[src/rtl/mdu_pkg.sv]
// mdu_pkg: shared definitions for the HI/LO multiply/divide unit.
//   - op encodings accepted on mult_div_unit.op
//   - FSM state encoding
//   - default operand width and the LO value written on divide-by-zero
package mdu_pkg;

    localparam int XLEN_DEF = 32;

    // LO value on divide-by-zero: all ones, truncated to XLEN by the user.
    localparam logic [63:0] DIV0_LO = 64'hFFFF_FFFF_FFFF_FFFF;

    typedef enum logic [1:0] {
        MDU_MULTU = 2'd0,
        MDU_MULT  = 2'd1,
        MDU_DIVU  = 2'd2,
        MDU_DIV   = 2'd3
    } mdu_op_e;

    typedef enum logic [1:0] {
        IDLE = 2'd0,
        RUN  = 2'd1,
        FIX  = 2'd2
    } mdu_state_e;

endpackage

[src/rtl/mdu_sign_fix.sv]
// mdu_sign_fix: combinational sign correction applied in the FIX cycle.
// Ports:
//   prod_i / neg_prod_i -> prod_o : 2*XLEN product, two's-complement negated when requested
//   quo_i  / neg_quo_i  -> quo_o  : quotient, negated when requested
//   rem_i  / neg_rem_i  -> rem_o  : remainder, negated when requested
module mdu_sign_fix #(
    parameter int XLEN = 32
) (
    input  logic [2*XLEN-1:0] prod_i,
    input  logic              neg_prod_i,
    input  logic [XLEN-1:0]   quo_i,
    input  logic              neg_quo_i,
    input  logic [XLEN-1:0]   rem_i,
    input  logic              neg_rem_i,
    output logic [2*XLEN-1:0] prod_o,
    output logic [XLEN-1:0]   quo_o,
    output logic [XLEN-1:0]   rem_o
);

    // Conditional two's-complement negation of product, quotient and remainder.
    always_comb begin
        prod_o = prod_i;
        quo_o  = quo_i;
        rem_o  = rem_i;
        if (neg_prod_i) begin
            prod_o = ~prod_i + {{(2*XLEN-1){1'b0}}, 1'b1};
        end else begin
            prod_o = prod_i;
        end
        if (neg_quo_i) begin
            quo_o = ~quo_i + {{(XLEN-1){1'b0}}, 1'b1};
        end else begin
            quo_o = quo_i;
        end
        if (neg_rem_i) begin
            rem_o = ~rem_i + {{(XLEN-1){1'b0}}, 1'b1};
        end else begin
            rem_o = rem_i;
        end
    end

endmodule

[src/rtl/mult_div_unit.sv]
// mult_div_unit: iterative HI/LO multiply/divide unit (MULT/MULTU/DIV/DIVU, MTHI/MTLO).
// Ports:
//   clock, reset        : rising-edge clock, synchronous active-high reset
//   start, op           : launch request (sampled only in IDLE) and operation select
//   src_a, src_b        : rs (multiplicand/dividend), rt (multiplier/divisor)
//   hi_we, lo_we, wdata : MTHI/MTLO writes, honoured only when idle and no start is taken
//   busy                : operation in progress (state != IDLE)
//   done, div_zero      : one-cycle completion pulse and zero-divisor flag
//   hi, lo              : architectural HI/LO registers
// Build option: define MDU_EARLY_TERM_EN to stop multiplies once the remaining
// multiplier bits are all zero (results unchanged, divide unaffected).
module mult_div_unit
    import mdu_pkg::*;
#(
    parameter int XLEN  = XLEN_DEF,
    parameter int CNT_W = 6
) (
    input  logic            clock,
    input  logic            reset,
    input  logic            start,
    input  logic [1:0]      op,
    input  logic [XLEN-1:0] src_a,
    input  logic [XLEN-1:0] src_b,
    input  logic            hi_we,
    input  logic            lo_we,
    input  logic [XLEN-1:0] wdata,
    output logic            busy,
    output logic            done,
    output logic            div_zero,
    output logic [XLEN-1:0] hi,
    output logic [XLEN-1:0] lo
);

    mdu_state_e          state_q, state_d;
    mdu_op_e             op_q, op_d;
    // Multiply: acc = running product, sh = multiplicand shifted left, q = multiplier shifted right.
    // Divide:   acc[XLEN-1:0] = partial remainder, sh[XLEN-1:0] = divisor, q = dividend -> quotient.
    logic [2*XLEN-1:0]   acc_q, acc_d;
    logic [2*XLEN-1:0]   sh_q, sh_d;
    logic [XLEN-1:0]     q_q, q_d;
    logic [CNT_W-1:0]    cnt_q, cnt_d;
    logic                neg_a_q, neg_a_d, neg_b_q, neg_b_d;
    logic                dz_q, dz_d;
    logic [XLEN-1:0]     hi_q, hi_d, lo_q, lo_d;
    logic                done_q, done_d, dzo_q, dzo_d;

    logic                a_neg_s, b_neg_s, is_div_s, run_div_s, step_last_s;
    logic [XLEN-1:0]     mag_a_s, mag_b_s;
    logic [XLEN:0]       rem_sh_s, diff_s;
    logic [2*XLEN-1:0]   prod_fix_s;
    logic [XLEN-1:0]     quo_fix_s, rem_fix_s;

    assign busy     = (state_q != IDLE);
    assign done     = done_q;
    assign div_zero = dzo_q;
    assign hi       = hi_q;
    assign lo       = lo_q;

    assign is_div_s  = op[1];
    assign run_div_s = op_q[1];
    assign a_neg_s   = op[0] & src_a[XLEN-1];
    assign b_neg_s   = op[0] & src_b[XLEN-1];

    // Operand magnitudes: abs value for signed ops, raw value otherwise.
    always_comb begin
        mag_a_s = src_a;
        mag_b_s = src_b;
        if (a_neg_s) begin
            mag_a_s = ~src_a + {{(XLEN-1){1'b0}}, 1'b1};
        end else begin
            mag_a_s = src_a;
        end
        if (b_neg_s) begin
            mag_b_s = ~src_b + {{(XLEN-1){1'b0}}, 1'b1};
        end else begin
            mag_b_s = src_b;
        end
    end

    // Restoring divide: shift in the next dividend bit, trial-subtract the divisor.
    assign rem_sh_s = {acc_q[XLEN-1:0], q_q[XLEN-1]};
    assign diff_s   = rem_sh_s - {1'b0, sh_q[XLEN-1:0]};

    assign step_last_s = (cnt_q == CNT_W'(XLEN-1));

    mdu_sign_fix #(.XLEN(XLEN)) u_sign_fix (
        .prod_i     (acc_q),
        .neg_prod_i (neg_a_q ^ neg_b_q),
        .quo_i      (q_q),
        .neg_quo_i  (neg_a_q ^ neg_b_q),
        .rem_i      (acc_q[XLEN-1:0]),
        .neg_rem_i  (neg_a_q),
        .prod_o     (prod_fix_s),
        .quo_o      (quo_fix_s),
        .rem_o      (rem_fix_s)
    );

    // Next-state and datapath control for the IDLE/RUN/FIX sequencer.
    always_comb begin
        state_d = state_q;
        op_d    = op_q;
        acc_d   = acc_q;
        sh_d    = sh_q;
        q_d     = q_q;
        cnt_d   = cnt_q;
        neg_a_d = neg_a_q;
        neg_b_d = neg_b_q;
        dz_d    = dz_q;
        hi_d    = hi_q;
        lo_d    = lo_q;
        done_d  = 1'b0;
        dzo_d   = 1'b0;
        case (state_q)
            IDLE: begin
                if (start) begin
                    op_d    = mdu_op_e'(op);
                    neg_a_d = a_neg_s;
                    neg_b_d = b_neg_s;
                    cnt_d   = {CNT_W{1'b0}};
                    if (is_div_s && (src_b == {XLEN{1'b0}})) begin
                        // Raw dividend parked in acc so FIX can return it as HI.
                        dz_d    = 1'b1;
                        acc_d   = {{XLEN{1'b0}}, src_a};
                        state_d = FIX;
                    end else if (is_div_s) begin
                        dz_d    = 1'b0;
                        acc_d   = {(2*XLEN){1'b0}};
                        sh_d    = {{XLEN{1'b0}}, mag_b_s};
                        q_d     = mag_a_s;
                        state_d = RUN;
                    end else begin
                        dz_d    = 1'b0;
                        acc_d   = {(2*XLEN){1'b0}};
                        sh_d    = {{XLEN{1'b0}}, mag_a_s};
                        q_d     = mag_b_s;
                        state_d = RUN;
                    end
                end else begin
                    if (hi_we) begin
                        hi_d = wdata;
                    end else begin
                        hi_d = hi_q;
                    end
                    if (lo_we) begin
                        lo_d = wdata;
                    end else begin
                        lo_d = lo_q;
                    end
                end
            end
            RUN: begin
                cnt_d = cnt_q + CNT_W'(1);
                if (run_div_s) begin
                    if (!diff_s[XLEN]) begin
                        acc_d = {{XLEN{1'b0}}, diff_s[XLEN-1:0]};
                        q_d   = {q_q[XLEN-2:0], 1'b1};
                    end else begin
                        acc_d = {{XLEN{1'b0}}, rem_sh_s[XLEN-1:0]};
                        q_d   = {q_q[XLEN-2:0], 1'b0};
                    end
                end else begin
                    if (q_q[0]) begin
                        acc_d = acc_q + sh_q;
                    end else begin
                        acc_d = acc_q;
                    end
                    sh_d = {sh_q[2*XLEN-2:0], 1'b0};
                    q_d  = {1'b0, q_q[XLEN-1:1]};
                end
`ifdef MDU_EARLY_TERM_EN
                if (step_last_s || (!run_div_s && (q_q[XLEN-1:1] == {(XLEN-1){1'b0}}))) begin
                    state_d = FIX;
                end else begin
                    state_d = RUN;
                end
`else
                if (step_last_s) begin
                    state_d = FIX;
                end else begin
                    state_d = RUN;
                end
`endif
            end
            FIX: begin
                if (dz_q) begin
                    hi_d = acc_q[XLEN-1:0];
                    lo_d = XLEN'(DIV0_LO);
                end else if (run_div_s) begin
                    hi_d = rem_fix_s;
                    lo_d = quo_fix_s;
                end else begin
                    hi_d = prod_fix_s[2*XLEN-1:XLEN];
                    lo_d = prod_fix_s[XLEN-1:0];
                end
                done_d  = 1'b1;
                dzo_d   = dz_q;
                state_d = IDLE;
            end
            default: begin
                state_d = IDLE;
            end
        endcase
    end

    // State, datapath and HI/LO registers; reset aborts any operation in flight.
    always_ff @(posedge clock) begin
        if (reset) begin
            state_q <= IDLE;
            op_q    <= MDU_MULTU;
            acc_q   <= {(2*XLEN){1'b0}};
            sh_q    <= {(2*XLEN){1'b0}};
            q_q     <= {XLEN{1'b0}};
            cnt_q   <= {CNT_W{1'b0}};
            neg_a_q <= 1'b0;
            neg_b_q <= 1'b0;
            dz_q    <= 1'b0;
            hi_q    <= {XLEN{1'b0}};
            lo_q    <= {XLEN{1'b0}};
            done_q  <= 1'b0;
            dzo_q   <= 1'b0;
        end else begin
            state_q <= state_d;
            op_q    <= op_d;
            acc_q   <= acc_d;
            sh_q    <= sh_d;
            q_q     <= q_d;
            cnt_q   <= cnt_d;
            neg_a_q <= neg_a_d;
            neg_b_q <= neg_b_d;
            dz_q    <= dz_d;
            hi_q    <= hi_d;
            lo_q    <= lo_d;
            done_q  <= done_d;
            dzo_q   <= dzo_d;
        end
    end

endmodule
[config.mk]
export PLATFORM = sky130hd
export DESIGN_NAME = mult_div_unit
export DESIGN_NICKNAME = d
export VERILOG_FILES = /design/src/rtl/mdu_pkg.sv /design/src/rtl/mdu_sign_fix.sv /design/src/rtl/mult_div_unit.sv
export SDC_FILE = /design/constraint.sdc
export NUM_CORES = 1
export LEC_CHECK = 0
export ABC_CLOCK_PERIOD_IN_PS = 4500
export BUFFER_PORTS_ARGS = -buffer_cell sky130_fd_sc_hd__buf_2
export CORE_MARGIN = 2
export CORE_UTILIZATION = 50
export DETAILED_ROUTE_END_ITERATION = 7
export GPL_TIMING_DRIVEN = 0
export PLACE_DENSITY = 0.68
export SLEW_MARGIN = 20
export SYNTH_ARGS = -nofsm -noshare
export SYNTH_HDL_FRONTEND = slang
export SYNTH_SLANG_ARGS = --single-unit
[constraint.sdc]
create_clock -name clock -period 4.5 [get_ports clock]
set_input_delay 0.675 -clock clock [delete_from_list [all_inputs] [get_ports clock]]
set_output_delay 0.675 -clock clock [all_outputs]
set_load 0.005 [all_outputs]
# Word level (Yosys, flattened, before mapping)
# Index checks and enable logic that the tools add are counted.
[word_totals]
elab_cells = 94
register_bits = 239
out_inout_bits = 67
[classes]
bitwise = 9
reduce_logical = 14
muxes = 40
n_addsub = 8
n_eq_ne = 10
[op_table]
columns = ["op", "n"]
rows = [
  ["2-to-1 mux 32 bit", 19],
  ["2-to-1 mux 64 bit", 7],
  ["case mux 64 bit (2 select lines)", 2],
  ["case mux 32 bit (2 select lines)", 3],
  ["adder 32 x 1 -> 32 bit, second input constant", 4],
  ["NOT 32 bit", 4],
  ["adder 64 x 1 -> 64 bit, second input constant", 1],
  ["adder 64 bit", 1],
  ["NOT 64 bit", 1],
  ["subtractor 33 x 32 -> 33 bit", 1],
  ["zero test 32 bit", 1],
  ["inequality test 2 bit, second input constant", 6],
  ["case mux 6 bit (2 select lines)", 1],
  ["AND reduction 3 bit", 4],
  ["adder 6 x 1 -> 6 bit, second input constant", 1],
  ["== test 6 x 5 -> 1 bit, second input constant", 1],
  ["2-to-1 mux 2 bit", 3],
  ["2-to-1 mux 6 bit", 1],
  ["nonzero test 2 bit", 3],
  ["case mux 2 bit (2 select lines)", 1],
  ["AND reduction 2 bit", 2],
  ["AND reduction 4 bit", 1],
  ["2-to-1 mux 1 bit", 3],
  ["inequality test 3 bit, second input constant", 1],
  ["8 further kinds", 9],
]

# Depth between registers and ports, before layout
[logic_depth]
word_depth = 7
depth_mapped = 15
ltp_nobuf = 13

# By module
# From an unflattened synthesis, not the netlist that was laid out.
[hier_totals]
hier_cells = 2905
hier_area_um2 = 21654.5
[modules_own_cells]
columns = ["module", "instances", "area_each_um2", "cells_per_inst"]
rows = [
  ["mult_div_unit", 1, 18714.2, 2485],
  ["mdu_sign_fix", 1, 2940.3, 420],
]

# Least setup slack after synthesis
# Ideal clock, no wire load.
[synth_path]
path_type = "flip-flop to flip-flop"
start = "reg acc_q[0]"
end = "reg hi_q[14], in the netlist hi[14]"
path_slack_ns = 1.273
setup_ns = 0.139
required_time_ns = 4.361
stages_incl_launch_ff = 12
arrival_time_ns = 3.088
path_cell_list = "dfxtp_1 -> inv_1 -> ha_1 -> or3b_1 -> nor4_2 -> or4b_1 -> or3_1 -> o31ai_1 -> nor3_1 -> a21o_1 -> a221oi_1 -> a221oi_1"
[synth_via]
elab_chain_cells = 6
word_cells_on_any_way = 9
[synth_rtl]
columns = ["element", "line", "text"]
rows = [
  ["start, declared", "mult_div_unit.sv:38", "logic [2*XLEN-1:0] acc_q, acc_d;"],
  ["start signal, assigned", "mult_div_unit.sv:210", "acc_q <= {(2*XLEN){1'b0}};"],
  ["NOT 64 bit / NOT 32 bit (equally long branches)", "mdu_sign_fix.sv:26, mdu_sign_fix.sv:36", ""],
  ["adder 64 x 1 -> 64 bit / adder 32 x 1 -> 32 bit (equally long branches)", "mdu_sign_fix.sv:26, mdu_sign_fix.sv:36", ""],
  ["2-to-1 mux 64 bit / 2-to-1 mux 32 bit (equally long branches)", "mdu_sign_fix.sv:25, mdu_sign_fix.sv:35", ""],
  ["2-to-1 mux 32 bit (*)", "mult_div_unit.sv:188", "end else if (run_div_s) begin"],
  ["2-to-1 mux 32 bit (*)", "mult_div_unit.sv:185", "if (dz_q) begin"],
  ["case mux 32 bit (2 select lines) (*)", "mult_div_unit.sv:113", "case (state_q)"],
  ["end signal, assigned", "mult_div_unit.sv:217", "hi_q <= {XLEN{1'b0}};"],
  ["end signal, assigned", "mult_div_unit.sv:231", "hi_q <= hi_d;"],
  ["end, declared", "mult_div_unit.sv:44", "logic [XLEN-1:0] hi_q, hi_d, lo_q, lo_d;"],
]
# Mark *: on every way between the ends. The rest lies on a longest branch, timed or not.
# A chain may end at the register's enable or synchronous reset.

# Final worst setup path
[layout_path]
start = "reg q_q[31]"
end = "reg acc_q[31]"
[layout_via]
elab_chain_cells = 4
[layout_rtl]
columns = ["element", "line", "text"]
rows = [
  ["start, declared", "mult_div_unit.sv:40", "logic [XLEN-1:0] q_q, q_d;"],
  ["start signal, assigned", "mult_div_unit.sv:212", "q_q <= {XLEN{1'b0}};"],
  ["start signal, assigned", "mult_div_unit.sv:226", "q_q <= q_d;"],
  ["subtractor 33 x 32 -> 33 bit", "mult_div_unit.sv:82", "assign diff_s = rem_sh_s - {1'b0, sh_q[XLEN-1:0]};"],
  ["2-to-1 mux 32 bit", "mult_div_unit.sv:154", "if (!diff_s[XLEN]) begin"],
  ["2-to-1 mux 64 bit", "mult_div_unit.sv:153", "if (run_div_s) begin"],
  ["case mux 64 bit (2 select lines)", "mult_div_unit.sv:113", ""],
]
# No other way between the ends.

==> flow_summary.toml <==
[clock_network]
cts.htree.levels = 1
postCtsSetupRepairBufs = 0
cts_tree = "yes"
clk_pin_slew_ns = 0.06
clock-sinks = 238
cts_made_buffers = 28
clk_latency_ns = 0.59
cts-root-buf = "clkbuf_16"
cts.path.max_buffers = 3

[grt]
grt_pass1_vias = 23010
use_met2_pct = 63.40
busiest_layer = "met2"
grt_pass1_wl_um = 145900
grtUsageMet1_pct = 57.05
grt_overflow_total = 0
grt_antenna_before_repair = 6
gr-usage-met3_pct = 16.15
grt_use_total_pct = 44.30
grt_max_degree = 15

[floorplan]
die_height_um = 208.3
dieWidth_um = 208.3
start_util_pct = 50.88
rows = 74
core_um2 = 41020
dieArea_um2 = 43390
pin_count = 170

[sta]
maxSlewHeadroom_pct = 22.05
setup_ws_ns = -0.01071
max_freq_mhz = 221.7
rsz0062_at_grt = "false"
layout_min_cycle_time_ns = 4.511
holdWs_ns = 0.4151
tns_ns = -0.01449
setup_viol = 2
hold_viol = 0
slew_violations = 0
worst_slew_pin_slew_ns = 1.169
period_share_pct = 100.2
finClkSkew_ns = 0.01871

[placed_design]
dp_hpwl_um = 79350
dpl-instance-area_um2 = 22380
port_buffers = 169
gp_congestion = 1.066

[worst_setup_path]
critical_path.max_stage_delay_ns = 0.49
cp_top_family = "compound AO/OA/AOI/OAI gates"
worst_path_most_repeated_cell = "a21oi_1"
required_ns = 4.96
start_kind = "flip-flop"
crit_buf_inv = 3
reg2reg_from = "q_q[31]$_SDFFE_PP0P_"
cp-startpoint = "q_q[31]$_SDFFE_PP0P_"
slowest_stage = "dfxtp_1"
cp_cell_sequence = "inv_1 -> ha_1 -> fa_1 -> nand2b_1 -> a21oi_1 -> o21ba_2 -> o211a_1 -> o211ai_1 -> nand4b_1 -> clkbuf_1 -> buf_2 -> nand2_1 -> o21ai_0 -> a21oi_1"
critPathCaptureType = "flip-flop"
worstPathArrival_ns = 4.97
cp_max_fo = 10
critical_path_class = "reg2reg"

[power_and_ir_drop]
powerDensity_nw_per_um2 = 328.8
power.total_uw = 7707
ir_drop_v = 0.0003045
p_leak_uw = 0.009344

[synthesis]
syn_nets = 3082
ys_seq_area_share_pct = 22.83
synth_top_area_share_pct = 22.83
async_reset_ff_share_pct = 0
yosys_warnings = 0
yosys-top-cells-area = "dfxtp_1 (23%), a21oi_1 (7.1%), ha_1 (6.0%), xnor2_1 (5.2%), nor2_1 (5.2%)"
synth_cell_types = 91
synthFlopType = "dfxtp_1"
yosysTopAreaCell = "dfxtp_1"
netlist_instances = 2877
synth_seq_cells = 238
syn_avg_cell_area_um2 = 7.254
synth_edf_count = 0
netlist_area_um2 = 20870

[cells_and_area]
syn2layout_area_growth_pct = 12.31
seq_area_um2 = 4765
final_cell_mix = "a21oi_1 (296), nor2_1 (291), nand2_1 (266)"
nFillCells = 3963
drive_gt1_share_pct = 8.912
multiInputGateArea_um2 = 14940
nets = 3281
utilization_pct = 57.14
fin_area_um2 = 23440
layout_commonest_cell = "a21oi_1"

[routing]
wl_per_cell_um = 27.55
drtAntennaViolNets = 0
dr.pass1.iters = 8
drt_iter0_markers = 3467
vias_per_cell = 6.850
wirelength_um = 100000
drcViolationCount = 2
vias = 24870

[outcome]
run_status = "finished with violations"
failed_checks = "DRC, setup timing"

[hold_path]
hold_path_class = "in2reg"
worstHoldStart = "wdata[23]"

[run]
max-cap-violations = 0
## sequential cells by signal (all words and copies together) (netlist names), 2 cells and up
name	count
sh_q	64
hi	32
lo	32
cnt_q	6
q_q	32
state_q	2
acc_q	64
## report_power, final
group	switching (µW)	internal, µW	total [µW]
sequential	172	2220	2400
clock	1010	1540	2560
combinational	1870	887	2750
## layer usage
layer / share of wire (%) / wire length, µm
met5: 0.035 / 35
met4: 6.8 / 6772
met3: 14 / 14200
met2: 40 / 40260
met1: 39 / 38770
## cell usage after synthesis (34+ instances only)
master and n:
o31ai_1 34, nand3_1 53, a21oi_1 296, o221ai_1 34, o211ai_1 42, nor2_1 291
dfxtp_1 238, xnor2_1 125, a22oi_1 39, o21ai_0 211, inv_1 76, xor2_1 106
ha_1 100, nand2_1 266, mux2i_1 67, nor3_1 81, a21o_1 61, a211oi_1 114
clkbuf_1 178
## cells by family (layout without fill, tap and decap cells)
family                     Yosys count  after routing  synth area share, %
DFF                                238            238                22.83
and+or+nand+nor                    906            906                20.35
muxes                               70             70                3.429
AOI/OAI and AO/OA                 1034           1034                31.70
adders and majority gates          102            102                6.187
xor gates and xnor gates           232            232                9.808
buffers and inverters              295            515                5.689
other                                0              2                    0
## path summary, 6_finish.rpt
check | end | slack (ns) | cells after the start
worst max-delay path | acc_q[31]$_SDFFE_PP0P_ | -0.01 | 14
worst min-delay path | hi[23]$_SDFFE_PP0P_ | 0.42 | 3
worst max register to register | acc_q[31]$_SDFFE_PP0P_ | -0.01 | 14
worst min register to register | lo[16]$_SDFFE_PP0P_ | 0.45 | 1
## worst min-delay path, cell delays in order
cell and delay (ns):
buf_2 0.11, a21oi_1 0.06, o21ai_0 0.12
## layout make-up
cell class                 count  area share (%)
clock buffer                  37           3.432
clock inverter                14          0.9502
timing repair buffer         169           3.609
antenna                        2         0.02135
tap                          532           2.840
sequential                   238           20.33
inverter                      80           1.281
multi-input combinational   2344           63.74
buffer                       215           3.801
## per-stage QoR
stage,instances,setup WS (ns)
CTS,3629,0.09168
detailed placement,3578,-0.04921
global route,3629,0.01224
global placement,3578,-0.01013
floorplan,2877,1.273
finish,3631,-0.01071
## repair_timing
item | 4_1_cts | 5_1_grt
pin swaps | 0 | 0
resized for setup | 1 | 4
endpoints found under the hold margin | 0 | 0
hold buffers | 0 | 0
endpoints found under the setup margin | 1 | 14
(Power assumes the default switching activity.)
